File: src/rtl/am_prod_accum.sv
// Streaming dot-product accumulator for 16-bit approximate-multiplier products.
// Define AM_ACC_SAT_EN to make the accumulator saturate; by default it wraps.
//
// state | meaning
// ------+------------------------------------------------
// IDLE  | no term taken yet, acc/cnt/ovf are zero
// ACCUM | at least one term taken, group still open
// HOLD  | completed group presented on out_*, input stalled
module am_prod_accum #(
    parameter int PW    = 16,
    parameter int ACC_W = 24,
    parameter int LEN   = 8
) (
    input  logic             clk,
    input  logic             rst_n,
    input  logic             in_valid,
    output logic             in_ready,
    input  logic [PW-1:0]    in_prod,
    input  logic             in_last,
    output logic             out_valid,
    input  logic             out_ready,
    output logic [ACC_W-1:0] out_sum,
    output logic [7:0]       out_count,
    output logic             out_ovf
);

    localparam logic [1:0] IDLE  = 2'd0;
    localparam logic [1:0] ACCUM = 2'd1;
    localparam logic [1:0] HOLD  = 2'd2;

    logic [1:0]       state;
    logic [ACC_W-1:0] acc;
    logic [7:0]       cnt;
    logic             ovf;

    logic [ACC_W:0]   addExt;
    logic [ACC_W:0]   sumWide;
    logic [ACC_W-1:0] accNext;
    logic [7:0]       cntNext;
    logic             ovfNext;
    logic             carry;
    logic             accept;
    logic             closeGroup;

    assign in_ready  = (state != HOLD);
    assign out_valid = (state == HOLD);
    assign accept    = in_valid && in_ready;

    // One extra bit so the carry out of the accumulator is visible.
    assign addExt  = {{(ACC_W + 1 - PW){1'b0}}, in_prod};
    assign sumWide = {1'b0, acc} + addExt;
    assign carry   = sumWide[ACC_W];
    assign ovfNext = ovf | carry;
    assign cntNext = cnt + 8'd1;

`ifdef AM_ACC_SAT_EN
    // Once clamped, the group stays pinned at full scale.
    assign accNext = ovfNext ? {ACC_W{1'b1}} : sumWide[ACC_W-1:0];
`else
    assign accNext = sumWide[ACC_W-1:0];
`endif

    assign closeGroup = in_last || (({1'b0, cnt} + 9'd1) == 9'(LEN));

    always_ff @(posedge clk or negedge rst_n) begin
        if (!rst_n) begin
            state     <= IDLE;
            acc       <= '0;
            cnt       <= '0;
            ovf       <= 1'b0;
            out_sum   <= '0;
            out_count <= '0;
            out_ovf   <= 1'b0;
        end else begin
            case (state)
                IDLE, ACCUM: begin
                    if (accept) begin
                        if (closeGroup) begin
                            out_sum   <= accNext;
                            out_count <= cntNext;
                            out_ovf   <= ovfNext;
                            acc       <= '0;
                            cnt       <= '0;
                            ovf       <= 1'b0;
                            state     <= HOLD;
                        end else begin
                            acc   <= accNext;
                            cnt   <= cntNext;
                            ovf   <= ovfNext;
                            state <= ACCUM;
                        end
                    end
                end
                HOLD: begin
                    if (out_ready) begin
                        state <= IDLE;
                    end
                end
                default: begin
                    state <= IDLE;
                end
            endcase
        end
    end

endmodule

File: config.mk
export PLATFORM = sky130hd
export DESIGN_NAME = am_prod_accum
export DESIGN_NICKNAME = d
export VERILOG_FILES = /design/src/rtl/am_prod_accum.sv
export SDC_FILE = /design/constraint.sdc
export NUM_CORES = 1
export LEC_CHECK = 0
export ABC_AREA = 1
export BUFFER_PORTS_ARGS = -buffer_cell sky130_fd_sc_hd__clkbuf_2
export CORE_ASPECT_RATIO = 0.5
export CORE_MARGIN = 2
export CORE_UTILIZATION = 40
export CTS_CLUSTER_DIAMETER = 200
export DETAILED_ROUTE_END_ITERATION = 7
export PLACE_DENSITY_LB_ADDON = 0.08
export SLEW_MARGIN = 25
export SYNTH_ARGS = -nofsm -noshare
export SYNTH_HDL_FRONTEND = slang
export SYNTH_SLANG_ARGS = --single-unit
File: constraint.sdc
create_clock -name clk -period 1.9 [get_ports clk]
set_input_delay 0.285 -clock clk [delete_from_list [all_inputs] [get_ports clk]]
set_output_delay 0.285 -clock clk [all_outputs]
set_load 0.02 [all_outputs]
==> results.cfg, run 1 <==
[final_layout]
drive_above_1_share_pct = 28.8
fillers = 1012
diodes = 0
fin_nets = 761
area_growth_syn_to_layout_pct = 37.1
fin_area_um2 = 5840
instances_no_fill = 866
finish.utilization_pct = 56.8

[critical_path]
worstPathRequired_ns = 2.13
end_kind = flop
cp_common_cell = nand2_1
critPathSlowestCell = dfrtp_1
critical_path_class = reg -> reg
worstSetupStartpointType = flop
path_cells = ha_4 > fa_2 > buf_6 > nand3_2 > nand3b_1 > nand2_2 > nand2_1 > nand2_1 > nand2_2 > nand2_1 > nand2_1
worstPathArrival_ns = 2.11
cpPeakStageDelay_ns = 0.41
crit_fanout = 2

[placed_design]
port-buffer-count = 55
place_hpwl_mm = 8.37
gp_congestion = 0.952
place_area_um2 = 4870
dpl.cell_count = 840

[timing]
period_share_pct = 99.2
timing.fmax_mhz = 531
min_period_ns = 1.88
fin_setup_tns_ns = 0
final-hold-violation-count = 0
setup_violations = 0
max_slew.worst_pin.slew_ns = 0.508
maxSlewHeadroom_pct = 66.1
clock-skew-final_ns = 0.00633
drv_slew = 0
rsz0062_at_grt = true

[route]
dr.pass1.iters = 5
drt_iter0_drc = 235
via_per_inst = 4.79
wl_mm = 12.7
highest_layer = met4
via_count = 4146
drc_errors = 0
ant_nets = 0
wl_met3_um = 891
wl_per_cell_um = 14.7
met1_length_mm = 6.46
wl_met2_mm = 5.25

[synth]
yosys-top-cells-count = nand2_1 (319), inv_1 (73), dfrtp_1 (68)
yosysTopAreaCell = dfrtp_1
syn_inst = 629
synth_nets = 669
synth.most_common_cell = nand2_1
ys_types = 27
synth_seq_cells = 68
synth_area_um2 = 4260
yosys-top-cells-area = dfrtp_1 (40%), nand2_1 (28%), inv_1 (6.4%)
synth_edf_count = 0
async_reset_ff_share_pct = 100
yosysSeqAreaShare_pct = 40.0
syn_area_per_cell_um2 = 6.77
synth_top_area_share_pct = 40.0
yosysWarnings = 0
synth-main-ff-cell = dfrtp_1

[clock_tree]
clock-sinks = 68
clk_pin_slew_worst_paths_ns = 0.06
cts_tree = done
clk-insertion-delay-late_ns = 0.34
cts_inserted_buffers = 9
cts.path.max_buffers = 2
root_buffer = clkbuf_16
htree_levels = 3

[floorplan]
core_um2 = 10300
die_w_um = 150
start_util_pct = 41.4
die_y_um = 76.9
num_io_pins = 56
die_area_um2 = 11500
num_rows = 26

[power]
p_total_mw = 7.36
p_leak_nw = 3.14
ir_drop_mv = 0.614
p_per_area_nw_per_um2 = 1260

[global_route]
grt_usage_pct = 20.8
grt_pass1_wl_mm = 18.6
grt_pass1_vias = 3667
antenna_found_initial = 0
grt-ovfl-total = 0
grt_max_degree = 35

[hold_path]
hold_class = in -> reg

[job]
cap_viol_max_count = 0

[status]
status = complete, no violations
[per-stage QoR]
stage          setup WS, ns  hold slack [ns]
6_report             0.0152            0.116
5_1_grt             -0.0797            0.114
4_1_cts              0.0192            0.104
3_5_place_dp        -0.0457            0.286
3_3_place_gp        -0.0523            0.284
2_1_floorplan         0.110          -0.0106
[final cells by class]
cell class,count,area (um^2),area share [%]
clock buffer,11,243,4.16
clock inverter,5,60.1,1.03
inverter,76,293,5.02
multi-input combinational,476,2730,46.8
sequential,68,1700,29.2
tap,140,175,3.00
timing repair buffer,90,632,10.8
[sequential cells by signal, summed over array words and instances, names as in the netlist]
| register | flops |
|---|---|
| ovf | 1 |
| out_ovf | 1 |
| out_count | 8 |
| acc | 24 |
| state | 2 |
| cnt | 8 |
| out_sum | 24 |
[power by group]
group / internal, mW / total (mW) / switching, mW
Clock: 1.06 / 1.73 / 0.668
Combinational: 1.40 / 3.49 / 2.09
Sequential: 1.82 / 2.14 / 0.319
Total: 4.28 / 7.36 / 3.08
[timing repair]
action / in CTS / in global routing
endpoints found under the hold margin: 17 / 0
pin swaps: 2 / 27
endpoints found under the setup margin: 57 / 51
buffers inserted: 0 / 4
resized for setup: 5 / 107
gates cloned: 0 / 6
hold buffers: 1 / 0
[worst paths after layout]
check,from,endpoint,slack [ns],cells past startpoint
worst max-delay path,acc[0],acc[18],0.02,11
worst min-delay path,out_ready,state[1],0.12,2
worst max register to register,acc[0],acc[18],0.02,11
worst min register to register,out_sum[6],out_sum[6],0.47,2
max in group asynchronous,rst_n,acc[14],0.92,3
min in group asynchronous,rst_n,out_count[4],0.45,2
[cells in the final DEF, fill, tap and decap left out, drive strengths merged]
master,n
and2,3
buf,33
dlygate4sd3,1
nor3,2
nor4,1
nand4,5
a21oi,9
clkinv,2
o21ai,7
nand2,324
fa,1
o22ai,1
nand3,52
ha,18
dfrtp,68
clkbuf,67
inv,77
clkinvlp,1
xor2,8
nor2,35
xnor2,3
nand3b,7
bufinv,1
[routing by layer]
metal	track usage, %	vias to the layer above
met5	0	-
met4	4.72	0
met3	4.88	13
met2	29.7	102
met1	31.5	1903
li1	-	2128
[critical path: cells and delay by family, from the launching register on]
kind / cells / cell delay, ns
adder cells (fa/ha/maj): 2 / 0.60
buffers and inverters: 1 / 0.13
AND/OR/NAND/NOR: 8 / 0.66
flip-flops: 1 / 0.41
[kinds of logic after synthesis]
logic type | share of synthesized area, %
AOI/OAI and AO/OA | 2.12
xor gates and xnor gates | 2.44
adders and majority gates | 5.76
buffers and inverters | 8.64
DFF | 40.0
and+or+nand+nor | 41.1
Note: power is estimated with default switching activity, not from simulation.
==> inputs of run 2 (changes only) <==
==> constraint.sdc (replaced) <==
create_clock -name clk -period 1.6 [get_ports clk]
set_input_delay 0.16 -clock clk [delete_from_list [all_inputs] [get_ports clk]]
set_output_delay 0.16 -clock clk [all_outputs]
set_load 0.02 [all_outputs]
==> run 2 against run 1 <==
- the run now ends with setup timing left
- non-clock buffer count grew 42
- hold slack improved by 0.11 ns
- clock skew shrank 0.00097 ns
- critical path type unchanged
- sequential power is 22% higher
- first-iteration DRC count grew 0.85%
- critical endpoint is now out_sum[10]
- worst setup slack lost 0.33 ns
- global-route usage increased by 3.2 points
- via count increased by 5.6%
- wire length is 7.3% higher
- sequential share of layout area down 3.5 points
- power up 34%
- maximum frequency down 1.6%
- largest cell class unchanged
==> results.cfg, run 2 (same netlist as run 1, synthesis figures left out) <==
[timing]
rsz0062_at_grt = true
maxSlewHeadroom_pct = 69.7
period_share_pct = 120
layout_setup_ws_ns = -0.316
min_period_ns = 1.92
clock-skew-final_ns = 0.00536
drv_slew = 0
max_slew.worst_pin.slew_ns = 0.454
timing.fmax_mhz = 522
final-hold-violation-count = 0
setup_violations = 68

[clock_tree]
cts.path.max_buffers = 2
root_buffer = clkbuf_16
htree_levels = 3
clock-sinks = 68
clk_pin_slew_worst_paths_ns = 0.06
clk-insertion-delay-late_ns = 0.34
cts_inserted_buffers = 9
cts_tree = done

[route]
drc_errors = 0
ant_nets = 0
dr.pass1.iters = 5
via_count = 4377
via_per_inst = 4.84
wl_per_cell_um = 15.1
drt_iter0_drc = 237
wl_mm = 13.6

[final_layout]
area_growth_syn_to_layout_pct = 56.0
drive_above_1_share_pct = 40.8
layout_commonest_cell = nand2_1
multiInputGateArea_um2 = 3050
final_cell_mix = nand2_1 (223), inv_1 (73), dfrtp_1 (66)
instances_no_fill = 905
finish.utilization_pct = 64.6
reg.largest.list = acc: 24 flops, out_sum: 24 flops
diodes = 0
seq_area_um2 = 1700
fin_nets = 800
fillers = 916
fin_area_um2 = 6640

[placed_design]
place_ws_ns = -0.426
place_hpwl_mm = 9.13
dpl.cell_count = 872
place_area_um2 = 5170
gp_congestion = 0.877
port-buffer-count = 55

[global_route]
grt_pass1_wl_mm = 21.5
grt_util_met1_pct = 35.1
grtUsageMet3_pct = 4.64
grt_usage_pct = 24.0
grt_max_degree = 36
grt-ovfl-total = 0
grt.busiest_layer = met2
antenna_found_initial = 0
gr-usage-met2_pct = 37.0
grt_pass1_vias = 4174

[hold_path]
hold_class = in -> reg

[critical_path]
critical_path_class = reg -> reg
crit_fanout = 2
worstPathArrival_ns = 2.15
end_kind = flop
worstPathRequired_ns = 1.83
worstSetupStartpointType = flop

[status]
status = finished, violations left
violations = setup timing

[power]
p_leak_nw = 3.63
p_per_area_nw_per_um2 = 1490
p_total_mw = 9.87
ir_drop_mv = 0.786

[floorplan]
start_util_pct = 41.4
die_y_um = 76.9
num_rows = 26
die_w_um = 150
core_um2 = 10300
die_area_um2 = 11500
num_io_pins = 56

[job]
cap_viol_max_count = 0
-- run 2: cell types whose count changed in the layout (fill, tap and decap cells not counted), sizes merged --
cell,change
clkbuf,-1
nand2,-3
buf,+39
inv,+1
bufinv,+1
dlygate4sd3,+2
-- run 2: layout make-up --
| type | instances | share of cell area [%] |
|---|---|---|
| Multi-Input combinational cell | 473 | 45.9 |
| Sequential cell | 68 | 25.7 |
| Timing Repair Buffer | 132 | 16.5 |
| Inverter | 76 | 4.41 |
| Clock buffer | 9 | 3.39 |
| Tap cell | 140 | 2.64 |
| Clock inverter | 7 | 1.49 |
-- run 2: path summary, 6_finish.rpt --
path | startpoint | to | slack (ns) | cells after the start
worst max-delay path | acc[0] | out_sum[10] | -0.32 | 10
worst min-delay path | in_prod[0] | acc[0] | 0.23 | 4
worst max register to register | acc[0] | out_sum[10] | -0.32 | 10
worst min register to register | out_sum[5] | out_sum[5] | 0.47 | 2
max in group asynchronous | rst_n | cnt[2] | 0.75 | 3
min in group asynchronous | rst_n | cnt[6] | 0.29 | 2
-- run 2: critical path: stages, from the launching register on --
cell	delay (ns)
dfrtp_1	0.38
ha_2	0.19
fa_2	0.36
buf_6	0.13
nand3_2	0.07
nand3b_1	0.10
buf_4	0.15
xor2_1	0.13
buf_4	0.16
nand3_1	0.07
nand2_1	0.06
-- run 2: metal layers --
layer,share of wire [%],wire length [um],vias to the layer above
met5,0,0,-
met3,5.2,716,15
met1,50,6750,2059
met4,1.0,136,0
li1,-,-,2198
met2,44,6040,105
-- run 2: repair_timing --
| item | CTS | global route |
|---|---|---|
| endpoints found under the hold margin | 17 | 0 |
| gates cloned | 3 | 3 |
| hold buffers | 3 | 0 |
| pin swaps | 35 | 30 |
| setup buffers | 7 | 4 |
| setup endpoints to repair | 68 | 68 |
| gates resized for setup | 94 | 123 |
-- run 2: per-stage QoR --
| stage | hold slack (ns) | setup TNS (ns) |
|---|---|---|
| 5_1_grt | 0.234 | -22.68 |
| 6_report | 0.225 | -15.94 |
| 3_5_place_dp | 0.135 | -13.03 |
| 3_3_place_gp | 0.129 | -12.13 |
| 4_1_cts | 0.201 | -13.88 |
| 2_1_floorplan | -0.136 | -6.72 |
-- run 2: power by group --
part / switching [mW] / leakage, nW / internal [mW]
combinational: 2.84 / 2.58 / 2.19
sequential: 0.453 / 0.897 / 2.17
clock: 0.850 / 0.156 / 1.38
total: 4.14 / 3.63 / 5.74
==> inputs of run 3 (changes only) <==
--- a/config.mk
+++ b/config.mk
@@ -5,8 +5,9 @@
 export SDC_FILE = /design/constraint.sdc
 export NUM_CORES = 1
 export LEC_CHECK = 0
-export ABC_AREA = 1
 export BUFFER_PORTS_ARGS = -buffer_cell sky130_fd_sc_hd__clkbuf_2
+export CELL_PAD_IN_SITES_DETAIL_PLACEMENT = 0
+export CELL_PAD_IN_SITES_GLOBAL_PLACEMENT = 1
 export CORE_ASPECT_RATIO = 0.5
 export CORE_MARGIN = 2
 export CORE_UTILIZATION = 40
==> run 3 against run 2 <==
- the flow still finishes with violations (setup timing)
- non-clock buffer count is 44 higher
- critical path type unchanged
- combinational power increased by 33%
- hold slack worse by 0.11 ns
- die area down 5.4%
- largest power group unchanged
- worst setup slack lost 0.24 ns
- maximum frequency is 11% lower
- sequential share of layout area increased by 1.1 points
- clock skew hardly changed
==> results.cfg, run 3 <==
[floorplan]
start_util_pct = 41.8
die_w_um = 146
die_area_um2 = 10900
core_um2 = 9600
die_y_um = 74.9
num_io_pins = 56
num_rows = 25

[final_layout]
area_growth_syn_to_layout_pct = 58.5
instances_no_fill = 747
drive_above_1_share_pct = 49.0
fin_area_um2 = 6370
finish.utilization_pct = 66.3
reg.largest.list = acc: 24 flops, out_sum: 24 flops
diodes = 0
fillers = 779
layout_commonest_cell = buf_4
fin_nets = 647
final_cell_mix = buf_4 (94), nand2_1 (77), dfrtp_1 (66)

[timing]
layout_setup_ws_ns = -0.552
maxSlewHeadroom_pct = 70.8
final-hold-violation-count = 0
fin_setup_tns_ns = -26.15
clock-skew-final_ns = 0.00552
drv_slew = 0
setup_violations = 67
fin_hold_ws_ns = 0.119
period_share_pct = 135
rsz0062_at_grt = true
max_slew.worst_pin.slew_ns = 0.438
timing.fmax_mhz = 465
min_period_ns = 2.15

[power]
p_total_mw = 11.7
ir_drop_mv = 0.724
p_leak_nw = 2.87
p_per_area_nw_per_um2 = 1830

[global_route]
grt_pass1_wl_mm = 20.4
grt_pass1_vias = 4144
grt-ovfl-total = 0
antenna_found_initial = 0
grt_max_degree = 69
grt_usage_pct = 24.2

[route]
ant_nets = 0
wl_mm = 12.8
drt_iter0_drc = 153
dr.pass1.iters = 4
via_count = 4039
wl_per_cell_um = 17.1
via_per_inst = 5.41
drc_errors = 0

[synth]
synth_edf_count = 0
synth_nets = 485
yosysSeqAreaShare_pct = 42.4
synth-main-ff-cell = dfrtp_1
synth_seq_cells = 68
yosysWarnings = 0
synth.most_common_cell = nand2_1
ys_types = 54
yosys-top-cells-count = nand2_1 (83), dfrtp_1 (68), o21ai_0 (45)
synth_top_area_share_pct = 42.4
yosys-top-cells-area = dfrtp_1 (42%), nand2_1 (7.8%), ha_1 (5.6%)
synth_area_um2 = 4020
syn_inst = 445
yosysTopAreaCell = dfrtp_1
syn_area_per_cell_um2 = 9.03
async_reset_ff_share_pct = 100

[status]
violations = setup timing
status = finished, violations left

[clock_tree]
clk_pin_slew_worst_paths_ns = 0.06
htree_levels = 3
clk-insertion-delay-late_ns = 0.34
root_buffer = clkbuf_16
cts.path.max_buffers = 2
cts_tree = done
cts_inserted_buffers = 9
clock-sinks = 68

[placed_design]
port-buffer-count = 55
place_hpwl_mm = 8.59
place_ws_ns = -0.676
dpl.cell_count = 705
place_area_um2 = 5210
gp_congestion = 0.947

[critical_path]
critical_path_class = reg -> reg
timing.rr.start = acc[0]
crit_fanout = 3
path_buf_inv = 1
rrSetupSlack_ns = -0.55
timing.rr.end = acc[15]
worstSetupStartpointType = flop
critPathTopFamily = compound AO/OA/AOI/OAI gates
path_cells = ha_4 > buf_4 > a21o_1 > and4_4 > o21ai_4 > a211oi_4 > or3_4 > a32o_1
worstPathRequired_ns = 1.83
critPathSlowestCell = dfrtp_1
end_kind = flop
cpPeakStageDelay_ns = 0.40
worstPathArrival_ns = 2.38
r2r_cells = 8

[hold_path]
hold_path_end = state[0]
hold_class = in -> reg
holdPathStages = 3
hp-start = in_valid

[job]
cap_viol_max_count = 0
==> run 3: cell count changes after synthesis, moves of 7 or more <==
cell and delta:
o211ai_1 +14, a21o_1 +10, inv_1 -64, nor2_1 -16, o21ai_0 +40, buf_2 +8
a21oi_1 +8, nand2_1 -236, nand3_1 -32, o2111ai_1 +8, nand3b_1 -7, and2_1 +7
a31oi_1 +7
==> run 3: tightest hold or removal path: stages <==
cell      delay [ns]
clkbuf_2        0.09
buf_4           0.11
a211oi_2        0.06
==> run 3: final cells by class <==
cell class / instances / area (um^2) / share of cell area, %
Multi-Input combinational cell: 343 / 2790 / 43.8
Sequential cell: 68 / 1700 / 26.8
Timing Repair Buffer: 176 / 1340 / 21.1
Clock buffer: 10 / 239 / 3.75
Tap cell: 135 / 169 / 2.65
Clock inverter: 6 / 87.6 / 1.38
Inverter: 9 / 33.8 / 0.531
==> run 3: worst max path at each step <==
stage               slack, ns  cells after the start          end    from
floorplan               -0.53                      8      acc[15]  acc[8]
global placement        -0.65                      7      acc[15]  acc[1]
detailed placement      -0.68                      7      acc[15]  acc[1]
CTS                     -0.53                      9  out_sum[16]  acc[0]
global route            -0.64                      9  out_sum[16]  acc[0]
finish                  -0.55                      8      acc[15]  acc[0]
==> run 3: what timing repair did <==
action / in CTS / in global routing
gates cloned: 2 / 1
endpoints found under the setup margin: 67 / 68
hold buffers: 2 / 0
buffers inserted: 17 / 12
pin swaps: 53 / 35
hold endpoints to repair: 69 / 0
resized for setup: 80 / 51
==> run 3: layer usage <==
layer / vias to the layer above / share of wire [%] / GRT usage [%]
met5: - / 0 / 0
li1: 1949 / - / -
met3: 20 / 3.2 / 5.03
met4: 0 / 1.5 / 7.84
met1: 1987 / 47 / 30.9
met2: 83 / 48 / 42.3
==> run 3: kinds of logic after synthesis <==
kind of cell	share of synthesized area (%)
adder cells (fa/ha/maj)	6.10
flip-flops	42.4
AND/OR/NAND/NOR	19.3
AO/OA/AOI/OAI	24.4
XOR/XNOR	3.27
buffers and inverters	4.64
==> run 3: power breakdown <==
| group | switching, mW | leakage, nW | internal, mW |
|---|---|---|---|
| Sequential | 0.436 | 0.876 | 2.36 |
| Combinational | 3.55 | 1.84 | 3.13 |
| Clock | 0.801 | 0.151 | 1.40 |
| Total | 4.79 | 2.87 | 6.89 |
